File: config.mk
export PLATFORM = sky130hd
export DESIGN_NAME = pulse_train_sequencer
export DESIGN_NICKNAME = d
export VERILOG_FILES = /design/src/rtl/ds_synth_pkg.sv /design/src/rtl/pts_period_table.sv /design/src/rtl/pulse_train_sequencer.sv
export SDC_FILE = /design/constraint.sdc
export NUM_CORES = 1
export LEC_CHECK = 0
export BUFFER_PORTS_ARGS = -buffer_cell sky130_fd_sc_hd__buf_2
export CAP_MARGIN = 5
export CORE_MARGIN = 3
export CORE_UTILIZATION = 35
export DETAILED_ROUTE_END_ITERATION = 12
export PLACE_DENSITY = 0.54
export SLEW_MARGIN = 25
export SYNTH_ARGS = -nofsm -noshare
export SYNTH_HDL_FRONTEND = slang
export SYNTH_SLANG_ARGS = --single-unit
File: constraint.sdc
create_clock -name CLK -period 3.1 [get_ports CLK]
set_input_delay 0.155 -clock CLK [delete_from_list [all_inputs] [get_ports CLK]]
set_output_delay 0.155 -clock CLK [all_outputs]
set_load 0.05 [all_outputs]
File: src/rtl/ds_synth_pkg.sv
// ds_synth_pkg: shared types and widths for the synthesizer burst path
// Contents: FSM state encoding, field widths, signal-type codes, period helper.
package ds_synth_pkg;
  localparam int PER_W  = 13;
  localparam int IMP_W  = 10;
  localparam int NUM_W  = 6;
  localparam int ADDR_W = 5;
  typedef enum logic [2:0] {IDLE, LOAD, PULSE, GAP, FINISH} pts_state_t;
  typedef enum logic [1:0] {SIG_CARRIER, SIG_LFM, SIG_PSK, SIG_NONE} sig_type_t;
  // A zero period would never terminate a pulse, so it runs as 1 us.
  function automatic logic [PER_W-1:0] eff_period(input logic [PER_W-1:0] p);
    return (p == '0) ? PER_W'(1) : p;
  endfunction
endpackage

File: src/rtl/pts_period_table.sv
// pts_period_table: period table, one write port, one registered read-first read port
// Ports:
//   clk          clock
//   we/waddr/wdata  write port
//   re/raddr     read request; rdata updates on the next edge only when re=1
//   rdata        registered read data (old contents on a same-address write)
module pts_period_table import ds_synth_pkg::*; #(
  parameter int DEPTH = 32
) (
  input  logic              clk,
  input  logic              we,
  input  logic [ADDR_W-1:0] waddr,
  input  logic [PER_W-1:0]  wdata,
  input  logic              re,
  input  logic [ADDR_W-1:0] raddr,
  output logic [PER_W-1:0]  rdata
);
  logic [PER_W-1:0] mem [DEPTH];
  always_ff @(posedge clk) begin
    if (we) mem[waddr] <= wdata;
    if (re) rdata <= mem[raddr];
  end
endmodule

File: src/rtl/pulse_train_sequencer.sv
// pulse_train_sequencer: turns a start edge plus burst config into a pulse gate, strobe and index
// Ports:
//   CLK, RESET (async, active-low)
//   ABORT            present only when PTS_ABORT_EN is defined; kills a burst, no DONE
//   SIGN_START_GEN   burst request, rising edge starts a burst
//   T_IMPULSE, NUM_OF_IMP, VOBULATION  burst config, latched in LOAD
//   TBL_WE, TBL_ADDR, TBL_DATA         period table write port (us)
//   IMP_GATE, IMP_START, IMP_IDX, BUSY, DONE  registered outputs
module pulse_train_sequencer import ds_synth_pkg::*; #(
  parameter int CLK_PER_US = 500,
  parameter int TBL_DEPTH  = 32
) (
  input  logic              CLK,
  input  logic              RESET,
`ifdef PTS_ABORT_EN
  input  logic              ABORT,
`endif
  input  logic              SIGN_START_GEN,
  input  logic [IMP_W-1:0]  T_IMPULSE,
  input  logic [NUM_W-1:0]  NUM_OF_IMP,
  input  logic              VOBULATION,
  input  logic              TBL_WE,
  input  logic [ADDR_W-1:0] TBL_ADDR,
  input  logic [PER_W-1:0]  TBL_DATA,
  output logic              IMP_GATE,
  output logic              IMP_START,
  output logic [NUM_W-1:0]  IMP_IDX,
  output logic              BUSY,
  output logic              DONE
);
  localparam int PRE_W = $clog2(CLK_PER_US);
  pts_state_t state;
  logic sig_cur, sig_prev, start, abort;
  logic [PRE_W-1:0] pre;
  logic [PER_W-1:0] us, per_q;
  logic [PER_W:0] us_inc;
  logic [IMP_W-1:0] t_imp;
  logic [NUM_W-1:0] n_imp, idx_inc;
  logic vob, us_tick, per_end, imp_end, last, in_burst, rd_en;
  logic [ADDR_W-1:0] rd_addr;
`ifdef PTS_ABORT_EN
  assign abort = ABORT;
`else
  assign abort = 1'b0;
`endif
  assign start    = sig_cur & ~sig_prev;
  assign us_tick  = pre == PRE_W'(CLK_PER_US - 1);
  assign us_inc   = {1'b0, us} + 1'b1;
  assign per_end  = us_tick && us_inc == {1'b0, eff_period(per_q)};
  assign imp_end  = us_tick && us_inc == (PER_W+1)'(t_imp);
  assign idx_inc  = IMP_IDX + 1'b1;
  assign last     = idx_inc == n_imp;
  assign in_burst = state == PULSE || state == GAP;
  // The next period is read on the last cycle of the current pulse, so rdata
  // switches exactly as the next pulse begins and no cycle is lost.
  assign rd_en   = state == LOAD || (in_burst && per_end);
  assign rd_addr = (state == LOAD || !vob) ? '0 : ADDR_W'(idx_inc % TBL_DEPTH);
  pts_period_table #(.DEPTH(TBL_DEPTH)) u_tbl (
    .clk(CLK), .we(TBL_WE), .waddr(TBL_ADDR), .wdata(TBL_DATA),
    .re(rd_en), .raddr(rd_addr), .rdata(per_q)
  );
  always_ff @(posedge CLK or negedge RESET) begin
    if (!RESET) begin
      state <= IDLE;
      sig_cur <= 1'b0;
      sig_prev <= 1'b0;
      pre <= '0;
      us <= '0;
      t_imp <= '0;
      n_imp <= '0;
      vob <= 1'b0;
      IMP_GATE <= 1'b0;
      IMP_START <= 1'b0;
      IMP_IDX <= '0;
      BUSY <= 1'b0;
      DONE <= 1'b0;
    end else begin
      sig_cur <= SIGN_START_GEN;
      sig_prev <= sig_cur;
      IMP_START <= 1'b0;
      DONE <= 1'b0;
      pre <= us_tick ? '0 : pre + 1'b1;
      if (us_tick) us <= us_inc[PER_W-1:0];
      if (abort && state != IDLE) begin
        state <= IDLE;
        IMP_GATE <= 1'b0;
        BUSY <= 1'b0;
      end else begin
        case (state)
          IDLE: if (start) begin
            state <= LOAD;
            BUSY <= 1'b1;
            t_imp <= T_IMPULSE;
            n_imp <= NUM_OF_IMP;
            vob <= VOBULATION;
            IMP_IDX <= '0;
          end
          LOAD: if (n_imp == '0) begin
            state <= FINISH;
            BUSY <= 1'b0;
            DONE <= 1'b1;
          end else begin
            state <= (t_imp == '0) ? GAP : PULSE;
            IMP_START <= 1'b1;
            IMP_GATE <= t_imp != '0;
            pre <= '0;
            us <= '0;
          end
          PULSE, GAP: if (per_end) begin
            if (last) begin
              state <= FINISH;
              IMP_GATE <= 1'b0;
              BUSY <= 1'b0;
              DONE <= 1'b1;
            end else begin
              state <= (t_imp == '0) ? GAP : PULSE;
              IMP_START <= 1'b1;
              IMP_GATE <= t_imp != '0;
              IMP_IDX <= idx_inc;
              pre <= '0;
              us <= '0;
            end
          end else if (state == PULSE && imp_end) begin
            state <= GAP;
            IMP_GATE <= 1'b0;
          end
          FINISH: state <= IDLE;
          default: state <= IDLE;
        endcase
      end
    end
  end
endmodule

* Word-level counts from Yosys, hierarchy flattened
Memories as Yosys holds them, arrays and structs flattened. A register that Yosys moved wholly into a read port is not among the register bits.
Cells that the tools add are included.
** Cells by class
- Add/subtract/negate cells :: 3
- Eq/ne operators :: 14
- Muxes and demuxes :: 43
- Bitwise operators :: 2
- Reduce and logical (&&, ||, !) cells :: 22
** Operators by type and width (count)
- $mux 13 :: 5
- $mux 9 :: 4
- $pmux 13 s2 :: 1
- $mux 6 :: 3
- $pmux 9 s2 :: 1
- $mux 1 :: 17
- $mux 3 :: 5
- $add 13x1->14 const B :: 1
- $eq 14x10->1 :: 1
- $eq 14x13->1 :: 1
- $logic_not 13->1 :: 1
- $pmux 6 s2 :: 1
- $logic_not 10->1 :: 1
- $ne 2x2->1 const B :: 5
- $reduce_bool 10->1 :: 1
- $add 9x1->9 const B :: 1
- $eq 9x9->1 const B :: 1
- $pmux 3 s3 :: 1
- $add 6x1->6 const B :: 1
- $eq 3x2->1 const B :: 2
- $eq 6x6->1 :: 1
- $logic_not 6->1 :: 1
- $pmux 1 s2 :: 3
- $mux 5 :: 1
- 17 further kinds :: 24
** Storage, ports and cells
- Flip-flop bits (word level) :: 54
- Bits in writable memories :: 416
- Output and inout port bits :: 10
- Logic and storage cells :: 98
- Memories kept :: 1
** Memory list
- u_tbl.mem :: depth 32, width 13, rd ports 1, clocked after Yosys merged registers in 1, write ports 1, line pts_period_table.sv:18 : logic [PER_W-1:0] mem [DEPTH];

* Logic depth before layout (Yosys ltp)
Gate-level depths: netlist (run 1).
- Word-level depth :: 7
- Depth in mapped cells :: 12

* Cells and area by module
From an unflattened synthesis (run 1), not the netlist that was laid out.
** Unflattened totals
- Cell total of the unflattened synthesis :: 1308
- Area total of the unflattened synthesis :: 20393.3 um^2
** By module, submodules not included
- pts_period_table :: times used 1, cells an instance 936, area an instance 16858.7 um^2
- pulse_train_sequencer :: times used 1, cells an instance 372, area an instance 3534.6 um^2

* Least setup slack after synthesis (run 1)
Ideal clock, no wire load.
- Kind :: register to register
- Start :: register us[1]
- End :: register u_tbl.rdata[0] (read register of u_tbl.mem) (enable)
- Setup time :: 0.387 ns
- Data arrival time :: 2.737 ns
- Required time :: 2.713 ns
- Path slack :: -0.024 ns
- Cell stages (with the launch flop) :: 11
- Path buffers :: 2
- Period minus slack after synthesis :: 3.124 ns
- Cells stage by stage :: dfrtp_1 -> ha_1 -> buf_4 -> and4_1 -> a21oi_1 -> a221o_1 -> a2111oi_0 -> and4_1 -> buf_2 -> nand2_1 -> a21oi_1
** On the way
- Longest elaborated chain between the ends :: 5
** Ends and longest elaborated chain
- start, declared :: line pulse_train_sequencer.sv:35 : logic [PER_W-1:0] us, per_q;
- start signal, assigned :: line pulse_train_sequencer.sv:83 : if (us_tick) us <= us_inc[PER_W-1:0];
- $add 13x1->14 :: line pulse_train_sequencer.sv:48 : assign us_inc = {1'b0, us} + 1'b1;
- $eq 14x13->1 :: line pulse_train_sequencer.sv:49 : assign per_end = us_tick && us_inc == {1'b0, eff_period(per_q)};
- $logic_and 1x1->1 :: line pulse_train_sequencer.sv:49
- $logic_and 1x1->1 :: line pulse_train_sequencer.sv:56 : assign rd_en = state == LOAD || (in_burst && per_end);
- $logic_or 1x1->1 :: line pulse_train_sequencer.sv:56
- net rd_en :: line pulse_train_sequencer.sv:39 : logic vob, us_tick, per_end, imp_end, last, in_burst, rd_en;
- end, declared :: line pts_period_table.sv:16 : output logic [PER_W-1:0] rdata
The timed path passes the listed nets, and every way through them passes these cells.
A chain may end at the register's enable or synchronous reset.

* Final worst setup path (run 1)
- Start :: register IMP_IDX[0]
- End :: register u_tbl.rdata[2] (read register of u_tbl.mem) (data pin)
** On the way
- Longest elaborated chain between the ends :: 2
** Ends and longest elaborated chain
- start, declared :: line pulse_train_sequencer.sv:27 : output logic [NUM_W-1:0] IMP_IDX,
- start signal, assigned :: line pulse_train_sequencer.sv:119 : IMP_IDX <= idx_inc;
- $add 6x1->6 :: line pulse_train_sequencer.sv:51 : assign idx_inc = IMP_IDX + 1'b1;
- $mux 5 :: line pulse_train_sequencer.sv:57 : assign rd_addr = (state == LOAD || !vob) ? '0 : ADDR_W'(idx_inc % TBL_DEPTH);
No other way between the ends.

==> results of run 1 <==
registers in the layout, indices dropped and copies added, names as in the netlist:
signal	cells
u_tbl.rdata	13
t_imp	10
pre	9
u_tbl.mem	416
BUSY	1
us	13
DONE	1
state	3
IMP_IDX	6
sig_prev	1
IMP_START	1
IMP_GATE	1
n_imp	6
vob	1
sig_cur	1
cell families (layout without fill, tap and decap cells):
kind of cell	Yosys count	after routing	synth area share [%]
AO/OA/AOI/OAI	209	209	7.18
other	0	2	0
multiplexers	114	114	10.5
AND/OR/NAND/NOR	317	317	8.40
XOR/XNOR	47	47	2.08
flip-flops	483	483	69.5
buffers and inverters	95	246	2.08
adder cells (fa/ha/maj)	3	3	0.183
synthesized netlist by cell type (10+ instances only):
master	count	area share, %
o21ai_0	56	1.4
nor3_1	12	0.29
o31ai_1	52	1.9
clkbuf_1	58	1.1
a21oi_1	13	0.32
nor2_1	76	1.4
nand2b_1	115	3.5
xnor2_1	24	1.0
dfrtp_1	54	6.6
xor2_1	22	0.94
edfxtp_1	429	63
buf_2	17	0.42
nand3_1	21	0.51
mux4_2	78	8.6
nand4_1	10	0.31
o311ai_0	52	2.2
mux2_2	32	1.8
nand2_1	32	0.59
per-layer routing:
metal / up-vias / global-route usage (%)
met5: - / 0
met4: 6 / 3.86
met3: 77 / 3.01
met2: 312 / 26.5
met1: 5941 / 23.3
li1: 5235 / -
where the power goes:
group | internal [uW] | total, uW | switching [uW] | leakage [uW]
Combinational | 567 | 1300 | 735 | 0.00250
Clock | 3300 | 5820 | 2520 | 0.000773
Sequential | 7240 | 7360 | 112 | 0.00454
Total | 11100 | 14500 | 3360 | 0.00782
final timing paths:
check	startpoint	to	cells after the start	slack, ns
max	IMP_IDX[0]$_DFFE_PN0P_	u_tbl.rdata[2]$_DFFE_PP_	7	0.14
max reg2reg	IMP_IDX[0]$_DFFE_PN0P_	u_tbl.rdata[2]$_DFFE_PP_	7	0.14
min reg2reg	sig_cur$_DFF_PN0_	sig_prev$_DFF_PN0_	0	0.38
max in group asynchronous	RESET	us[0]$_DFF_PN0_	3	2.13
min in group asynchronous	RESET	pre[7]$_DFF_PN0_	2	0.12
min	TBL_DATA[9]	u_tbl.mem[9][9]$_DFFE_PP_	1	0.08
critical path, stage by stage (launching register included):
cell and delay, ns:
dfrtp_4 0.51, ha_1 0.29, xnor2_2 0.23, nand2b_4 0.27, buf_16 0.25, mux4_2 0.33
mux4_2 0.50, mux2_2 0.28
final cells by class:
cell class,count,area (sq um),area share [%]
Multi-Input combinational cell,690,5860,24.6
Clock inverter,32,299,1.25
Clock buffer,59,1280,5.39
Timing Repair Buffer,145,1160,4.87
Inverter,10,37.5,0.157
Sequential cell,483,14200,59.7
Antenna cell,2,5.00,0.0210
Tap cell,765,957,4.01
through the flow:
| step | std cells | cell area [sq um] | total power, uW | utilization, % | setup WS [ns] |
|---|---|---|---|---|---|
| finish | 2186 | 23800 | 14500 | 41.2 | 0.136 |
| global placement | 2074 | 22000 | 8780 | 38.1 | 0.113 |
| CTS | 2184 | 23800 | 14700 | 41.2 | 0.0561 |
| floorplan | 1268 | 20500 | 8310 | - | 0.0342 |
| detailed placement | 2074 | 22000 | 8810 | 38.1 | 0.100 |
| global route | 2184 | 23800 | 15100 | 41.2 | 0.0277 |
repair_timing:
item / 4_1_cts / 5_1_grt
hold buffers: 19 / 0
setup endpoints to repair: 0 / 10
resized for setup: 0 / 3
hold endpoints to repair: 43 / 0
==> results.md, run 1 <==
* Status: finished clean
* CTS tree: built
* EDFF count, synth at 429
* Drt initial violations at 1091
* # setup viols final at 0
* Fin. max-slew vios at 0
* Highest Signal Layer: met5
* Max H-tree Level at 2
* Fmax at around 0.34 GHz
* Pwr per Cell Area at between 600 and 700 mW/mm^2
* Hold Vio Cnt, Final at 0
* Port Buffers at 48
* Synthesized Nets at 1310
* Most frequent cells in the layout: edfxtp_1 (429), nand2b_1 (113), mux4_2 (78)
* Half-perimeter wire length after placement at 30.4 mm
* Hold WS at 0.0806 ns
* Minimum clock period at 2.96 ns
* Post-DRT Antenna Nets at 0
* Seq/Total Area, Yosys at 69.5%
* WL met3 at 2.66 mm
* Leading cell type in the layout, fill and taps excluded: edfxtp_1
* Worst endpoint data arrival time at 3.29 ns
* Mapped Cells at about 1.3k
* Detailed Routing Iterations Pass 1 at 5
* Worst-Margin Slew at 0.727 ns
* GRT Resource Usage Total at 16.4%
* Critical path data required time at roughly 3.4 ns
* Wire per inst at 22.7 microns
* Final clock skew at 0.0378 ns
* P_leak at 0.00782 uW
* Die Width at around 250 microns
* WS Path Type: reg2reg
* Met1 Routed Length at ~22 mm
* Min-delay worst type: in2reg
* Filler Cells Inserted at 5248
* #FFs+latches synth at 483
* Warnings, synthesis at 0
* Startpoint Class: flop
* Clock Path Buffers at 3
* Root Buffer: clkbuf_16
* Die area at 0.0614 sq mm
* I/O pin cnt at between 40 and 50
* Post-layout nets at 1422
* Clock transition at path regs at about 0.06 ns
* Yosys cell types at 63
* Max-Cap Viols at 0
* Synth-to-layout area growth at 16.5%
* CORE AREA at 0.0578 sq mm
* # rows at 88
* Slew HR at approximately half
* Cell Area, Synth at a little over 0.02 sq mm
* VDD IR max at 443 uV
* Routability cong. at 0.856
* Post-CTS setup buffers at 0
* RSZ-0062 raised after global routing: false
* GR Overflow Total at 0
* Synth Flop Type: edfxtp_1
* Setup TNS at 0 ns
* Worst-Skew Late Latency at 0.60 ns
* Vias in the first global route at about 12k
* First-pass GRT wire length at 75.4 mm
* Avg Synthesized Cell Area at between 15 and 20 sq um
* Crit path max fanout at 45
* Initial core utilization at 35.4%
* Clk sinks at 483
* DRT Wirelength at 49.6 mm
* Pin count of the biggest net entering global routing at 108
* Via Count at 11.6k
* Async SR Flop Fraction at 11.2%
* Crit end category: flop
* Via density at around 5.3
* Metal2 WL at 23.6 mm
* Initial antenna violation count at 6
* Die Ht at 248 microns
* Fin crit share at 95.6%
* CTS Buf Count at 50
* DRC violations left at 0
* Layout cell share with drive strength beyond 1 at a little under a quarter
(Power assumes the default switching activity.)
==> run 2, diff against run 1 <==
--- a/config.mk
+++ b/config.mk
@@ -10,7 +10,7 @@
 export CORE_MARGIN = 3
 export CORE_UTILIZATION = 35
 export DETAILED_ROUTE_END_ITERATION = 12
-export PLACE_DENSITY = 0.54
+export PLACE_DENSITY = 0.53
 export SLEW_MARGIN = 25
 export SYNTH_ARGS = -nofsm -noshare
 export SYNTH_HDL_FRONTEND = slang
==> constraint.sdc (replaced) <==
create_clock -name CLK -period 3.3 [get_ports CLK]
set_input_delay 0.165 -clock CLK [delete_from_list [all_inputs] [get_ports CLK]]
set_output_delay 0.165 -clock CLK [all_outputs]
set_load 0.005 [all_outputs]
==> results.md, run 2 (same netlist as run 1, synthesis figures left out) <==
* P_leak at 0.00782 uW
* Hold depth at 1
* Via density at ~5.3
* PostCTS Resize Cnt at 0
* GRT Resource Usage Total at 16.6%
* Pwr per Cell Area at 578 mW/mm^2
* Minimum clock period at 3.16 ns
* DRT Wirelength at 50.1 mm
* Detailed Routing Iterations Pass 1 at 5
* Critical path destination: u_tbl.rdata[1]$_DFFE_PP_
* Reg area at 0.0142 sq mm
* Clock transition at path regs at 0.06 ns
* Worst-Margin Slew at 1.07 ns
* I/O pin cnt at 49
* Hold wc startpoint: TBL_DATA[3]
* Port Buffers at between 40 and 50
* Leading cell type in the layout, fill and taps excluded: edfxtp_1
* Post-layout nets at around 1.4k
* GR Overflow Total at 0
* DRC violations left at 0
* Slew HR at 28.8%
* Post-CTS setup buffers at 0
* Startpoint Class: flop
* Drt initial violations at 1116
* Wire per inst at 22.9 microns
* Max H-tree Level at 2
* Worst r2r path cells at 9
* Fin crit share at 95.6%
* RSZ-0062 raised after global routing: false
* Hold Vio Cnt, Final at 0
* Fin worst setup slack at around 0.14 ns
* CTS tree: built
* Die area at 0.0614 sq mm
* Half-perimeter wire length after placement at 30.7 mm
* VDD IR max at 412 uV
* # setup viols final at 0
* Die Ht at 248 microns
* Die Width at 248 microns
* Critical path data required time at 3.62 ns
* Biggest register: u_tbl.mem
* Final clock skew at 0.0322 ns
* Synth-to-layout area growth at 16.7%
* First-pass GRT wire length at between 70 and 80 mm
* Top Registers: u_tbl.mem x416, u_tbl.rdata x13, us x13
* Setup TNS at 0 ns
* Routability cong. at 0.847
* Clk sinks at 483
* Root Buffer: clkbuf_16
* Hold_buf cts at 19
* Most frequent cells in the layout: edfxtp_1 (429), nand2b_1 (113), mux4_2 (78)
* Min-delay worst type: in2reg
* CP startpoint: IMP_IDX[0]$_DFFE_PN0P_
* Via Count at around 12k
* Fin util at around two fifths
* Footprint of the multi-input gates at 0.00587 sq mm
* # rows at 88
* Fin. max-slew vios at 0
* Initial antenna violation count at 4
* Initial core utilization at 35.4%
* Pin count of the biggest net entering global routing at 108
* Status: finished clean
* Worst-Skew Late Latency at 0.60 ns
* Max-Cap Viols at 0
* RR Endpoint: u_tbl.rdata[1]$_DFFE_PP_
* Crit path max fanout at 38
* Fmax at 0.317 GHz
* Max reg flops at approximately 420
* Layout cell share with drive strength beyond 1 at approximately a quarter
* Crit end category: flop
* Critical R2R Launch: IMP_IDX[0]$_DFFE_PN0P_
* Hold WS at between 0.1 and 0.15 ns
* Vias in the first global route at approximately 12k
* R2R Setup Slk at 0.14 ns
* Setup Slack @ Placement at 0.225 ns
* Filler Cells Inserted at 5209
* CORE AREA at 0.0578 sq mm
* Clock Path Buffers at 3
* CTS Buf Count at 51
* Post-DRT Antenna Nets at 0
* Worst endpoint data arrival time at 3.48 ns
* WS Path Type: reg2reg
==> run 2: changes by cell type in the layout (fill, tap and decap cells not counted), sizes merged <==
| cell | change |
|---|---|
| buf | -1 |
| clkbuf | +3 |
| clkinv | -5 |
| diode | -1 |
| bufinv | +1 |
| clkinvlp | +3 |
==> run 2: power by group <==
group          switching, uW  internal, uW  total, uW
logic                    706           558       1260
registers                104          6810       6910
clock network           2360          3280       5640
==> run 2: worst min-delay path by stage <==
stage / end / slack, ns
global route: u_tbl.mem[7][6]$_DFFE_PP_ / 0.14
finish: u_tbl.mem[7][3]$_DFFE_PP_ / 0.13
floorplan: BUSY$_DFFE_PN0P_ / -0.13
global placement: sig_cur$_DFF_PN0_ / 0.28
detailed placement: sig_cur$_DFF_PN0_ / 0.28
CTS: u_tbl.mem[7][6]$_DFFE_PP_ / 0.10
==> run 2: per-layer routing <==
| metal | GRT usage, % | wire length (microns) |
|---|---|---|
| met1 | 23.9 | 23400 |
| met2 | 26.3 | 23300 |
| met3 | 2.67 | 2380 |
| met4 | 3.93 | 912 |
| met5 | 0.954 | 104 |
==> run 2: critical path: stages (launching register included) <==
cell and delay [ns]:
dfrtp_4 0.51, ha_1 0.26, xnor2_1 0.18, nand2b_4 0.26, buf_12 0.22, o311ai_0 0.15, o21ai_0 0.34, buf_4 0.24
mux4_2 0.44, mux2_2 0.26
==> run 2: layout make-up <==
class | count | area share, %
Sequential cell | 483 | 59.6
Multi-Input combinational cell | 690 | 24.6
Clock buffer | 62 | 5.61
Timing Repair Buffer | 144 | 4.75
Tap cell | 765 | 4.01
Clock inverter | 31 | 1.29
Inverter | 10 | 0.157
Antenna cell | 1 | 0.0105
==> run 2: metrics by stage <==
step / std cells / power [uW] / instance area, sq um
3_5_place_dp: 2073 / 8310 / 22000
3_3_place_gp: 2073 / 8280 / 22000
6_report: 2186 / 13800 / 23900
5_1_grt: 2185 / 14300 / 23900
2_1_floorplan: 1268 / 7780 / 20500
4_1_cts: 2185 / 14000 / 23900
==> run 3, diff against run 2 <==
--- a/config.mk
+++ b/config.mk
@@ -8,9 +8,10 @@
 export BUFFER_PORTS_ARGS = -buffer_cell sky130_fd_sc_hd__buf_2
 export CAP_MARGIN = 5
 export CORE_MARGIN = 3
-export CORE_UTILIZATION = 35
+export CORE_UTILIZATION = 62
 export DETAILED_ROUTE_END_ITERATION = 12
-export PLACE_DENSITY = 0.53
+export PLACE_DENSITY = 0.82
+export RECOVER_POWER = 50
 export SLEW_MARGIN = 25
 export SYNTH_ARGS = -nofsm -noshare
 export SYNTH_HDL_FRONTEND = slang
==> results.md, run 3 (same netlist as run 1, synthesis figures left out) <==
* Clock transition at path regs at 0.07 ns
* RR Endpoint: u_tbl.rdata[9]$_DFFE_PP_
* Vias in the first global route at 12.1k
* Worst endpoint data arrival time at between 3 and 4 ns
* Minimum clock period at 3.18 ns
* GRT Resource Usage Total at between 20% and 30%
* CP peak stage delay at around 0.53 ns
* Biggest register: u_tbl.mem
* Crit-path cells: ha_1, xnor2_1, nand2b_4, buf_12, mux4_2, mux4_2, mux2_2
* I/O pin cnt at 49
* P_leak at about 0.0076 uW
* Hold wc startpoint: TBL_ADDR[0]
* CTS tree: built
* Post-CTS setup buffers at 0
* Fin crit share at between 90% and 100%
* Worst-Skew Late Latency at 0.58 ns
* WS Path Type: reg2reg
* CORE AREA at 0.0320 sq mm
* Port Buffers at 48
* Final clock skew at 0.0284 ns
* Crit path top cell by count: mux4_2
* Hold Vio Cnt, Final at 0
* CTS Buf Count at 47
* Via density at 6.65
* Drt initial violations at between 1k and 1.5k
* Hold EP: u_tbl.mem[0][12]$_DFFE_PP_
* Critical R2R Launch: IMP_IDX[0]$_DFFE_PN0P_
* Tot Pwr at 13500 uW
* # setup viols final at 0
* Slew HR at -22.1%
* RSZ-0062 raised after global routing: false
* Routability cong. at slightly below 0.9
* Post-DRT Antenna Nets at 0
* Leading cell type in the layout, fill and taps excluded: edfxtp_1
* CP max stage cell: mux4_2
* Min-delay worst type: in2reg
* Max-Cap Viols at 9
* VDD IR max at 602 uV
* Post-layout nets at between 1k and 1.5k
* Pwr per Cell Area at ~580 mW/mm^2
* Detailed Routing Iterations Pass 1 at 5
* Synth-to-layout area growth at 13.1%
* Hold depth at 3
* First-pass GRT wire length at 73.6 mm
* Top Registers: u_tbl.mem x416, u_tbl.rdata x13, us x13
* Startpoint Class: flop
* Wire per inst at 26.6 microns
* Die Ht at 188 microns
* GR Overflow Total at 0
* Critical path data required time at ~3.6 ns
* Die Width at 188 microns
* Pin count of the biggest net entering global routing at 112
* Crit end category: flop
* Status: complete, but fails checks
* Half-perimeter wire length after placement at 28.2 mm
* DRT Wirelength at a little under 50 mm
* Clock Path Buffers at 3
* Max H-tree Level at 2
* Fmax at ~0.31 GHz
* DRC violations left at 0
* Setup TNS at 0 ns
* Die area at 0.0352 sq mm
* Initial core utilization at 63.9%
* Worst-Margin Slew at 1.83 ns
* Via Count at 12.1k
* Root Buffer: clkbuf_16
* Initial antenna violation count at 2
* Clk sinks at 483
* R2R Setup Slk at between 0.1 and 0.15 ns
* Max reg flops at approximately 420
* Fin util at slightly above 70%
* # rows at 65
* Most frequent cells in the layout: edfxtp_1 (429), nand2b_1 (113), mux4_2 (78)
* Worst r2r path cells at 7
* Crit path max fanout at 23
* Failing checks: max-capacitance violations, max-slew violations
* Fin. max-slew vios at 264
* Layout cell share with drive strength beyond 1 at approximately a fifth
==> run 3: cell count changes in the layout (fill, tap and decap cells not counted), sizes merged <==
| cell | change |
|---|---|
| buf | -39 |
| clkbuf | +14 |
| clkinv | -6 |
| inv | +2 |
==> run 3: worst max path at each step <==
stage / startpoint / end / slack (ns) / depth (start not counted)
2_1_floorplan: us[1]$_DFF_PN0_ / u_tbl.rdata[0]$_DFFE_PP_ / 0.18 / 10
5_1_grt: us[0]$_DFF_PN0_ / u_tbl.rdata[6]$_DFFE_PP_ / 0.005 / 9
6_report: IMP_IDX[0]$_DFFE_PN0P_ / u_tbl.rdata[9]$_DFFE_PP_ / 0.12 / 7
3_3_place_gp: us[0]$_DFF_PN0_ / IMP_GATE$_DFFE_PN0P_ / 0.11 / 9
4_1_cts: us[0]$_DFF_PN0_ / IMP_GATE$_DFFE_PN0P_ / 0.01 / 9
3_5_place_dp: us[0]$_DFF_PN0_ / IMP_GATE$_DFFE_PN0P_ / 0.05 / 9
==> run 3: worst max-delay path, delay by kind of cell, from the launching register on <==
family                     cells  cell delay [ns]
and+or+nand+nor                1             0.41
adders and majority gates      1             0.27
muxes                          3             1.20
buffers and inverters          1             0.24
xor gates and xnor gates       1             0.28
DFF                            1             0.52
==> run 3: timing repair <==
action	4_1_cts	5_1_grt
hold endpoints to repair	51	0
hold buffers	19	0
gates resized for setup	0	2
endpoints found under the setup margin	0	28
==> run 3: layout make-up <==
| type | count | area (sq um) |
|---|---|---|
| flip-flops and latches | 483 | 14200 |
| well taps | 435 | 544 |
| clock buffers | 57 | 1230 |
| fillers | 1935 | 8880 |
| diodes | 1 | 2.50 |
| multi-input cells | 690 | 5860 |
| inverters | 10 | 37.5 |
| repair buffers | 124 | 927 |
| clock inverters | 27 | 317 |
==> run 3: layer usage <==
metal | routed length [microns] | vias up | part of all wire, % | track usage (%)
li1 | - | 5189 | - | -
met1 | 17800 | 6081 | 37 | 37.7
met2 | 24400 | 758 | 50 | 45.9
met3 | 4840 | 116 | 10 | 5.09
met4 | 1450 | 2 | 3.0 | 8.92
met5 | 13 | - | 0.027 | 0
==> run 3: power by group <==
part | total, uW | switching (uW) | internal (uW)
registers | 6920 | 111 | 6810
logic | 1190 | 680 | 510
clock network | 5350 | 2260 | 3090
total | 13500 | 3050 | 10400
==> run 3: through the flow <==
step	worst slack [ns]	area, sq um	cells	hold WS [ns]
2_1_floorplan	0.176	20500	1268	-0.131
6_report	0.120	23200	1827	0.198
3_3_place_gp	0.108	21400	1723	0.272
5_1_grt	0.00451	23200	1826	0.220
3_5_place_dp	0.0493	21400	1723	0.274
4_1_cts	0.0136	23200	1826	0.103
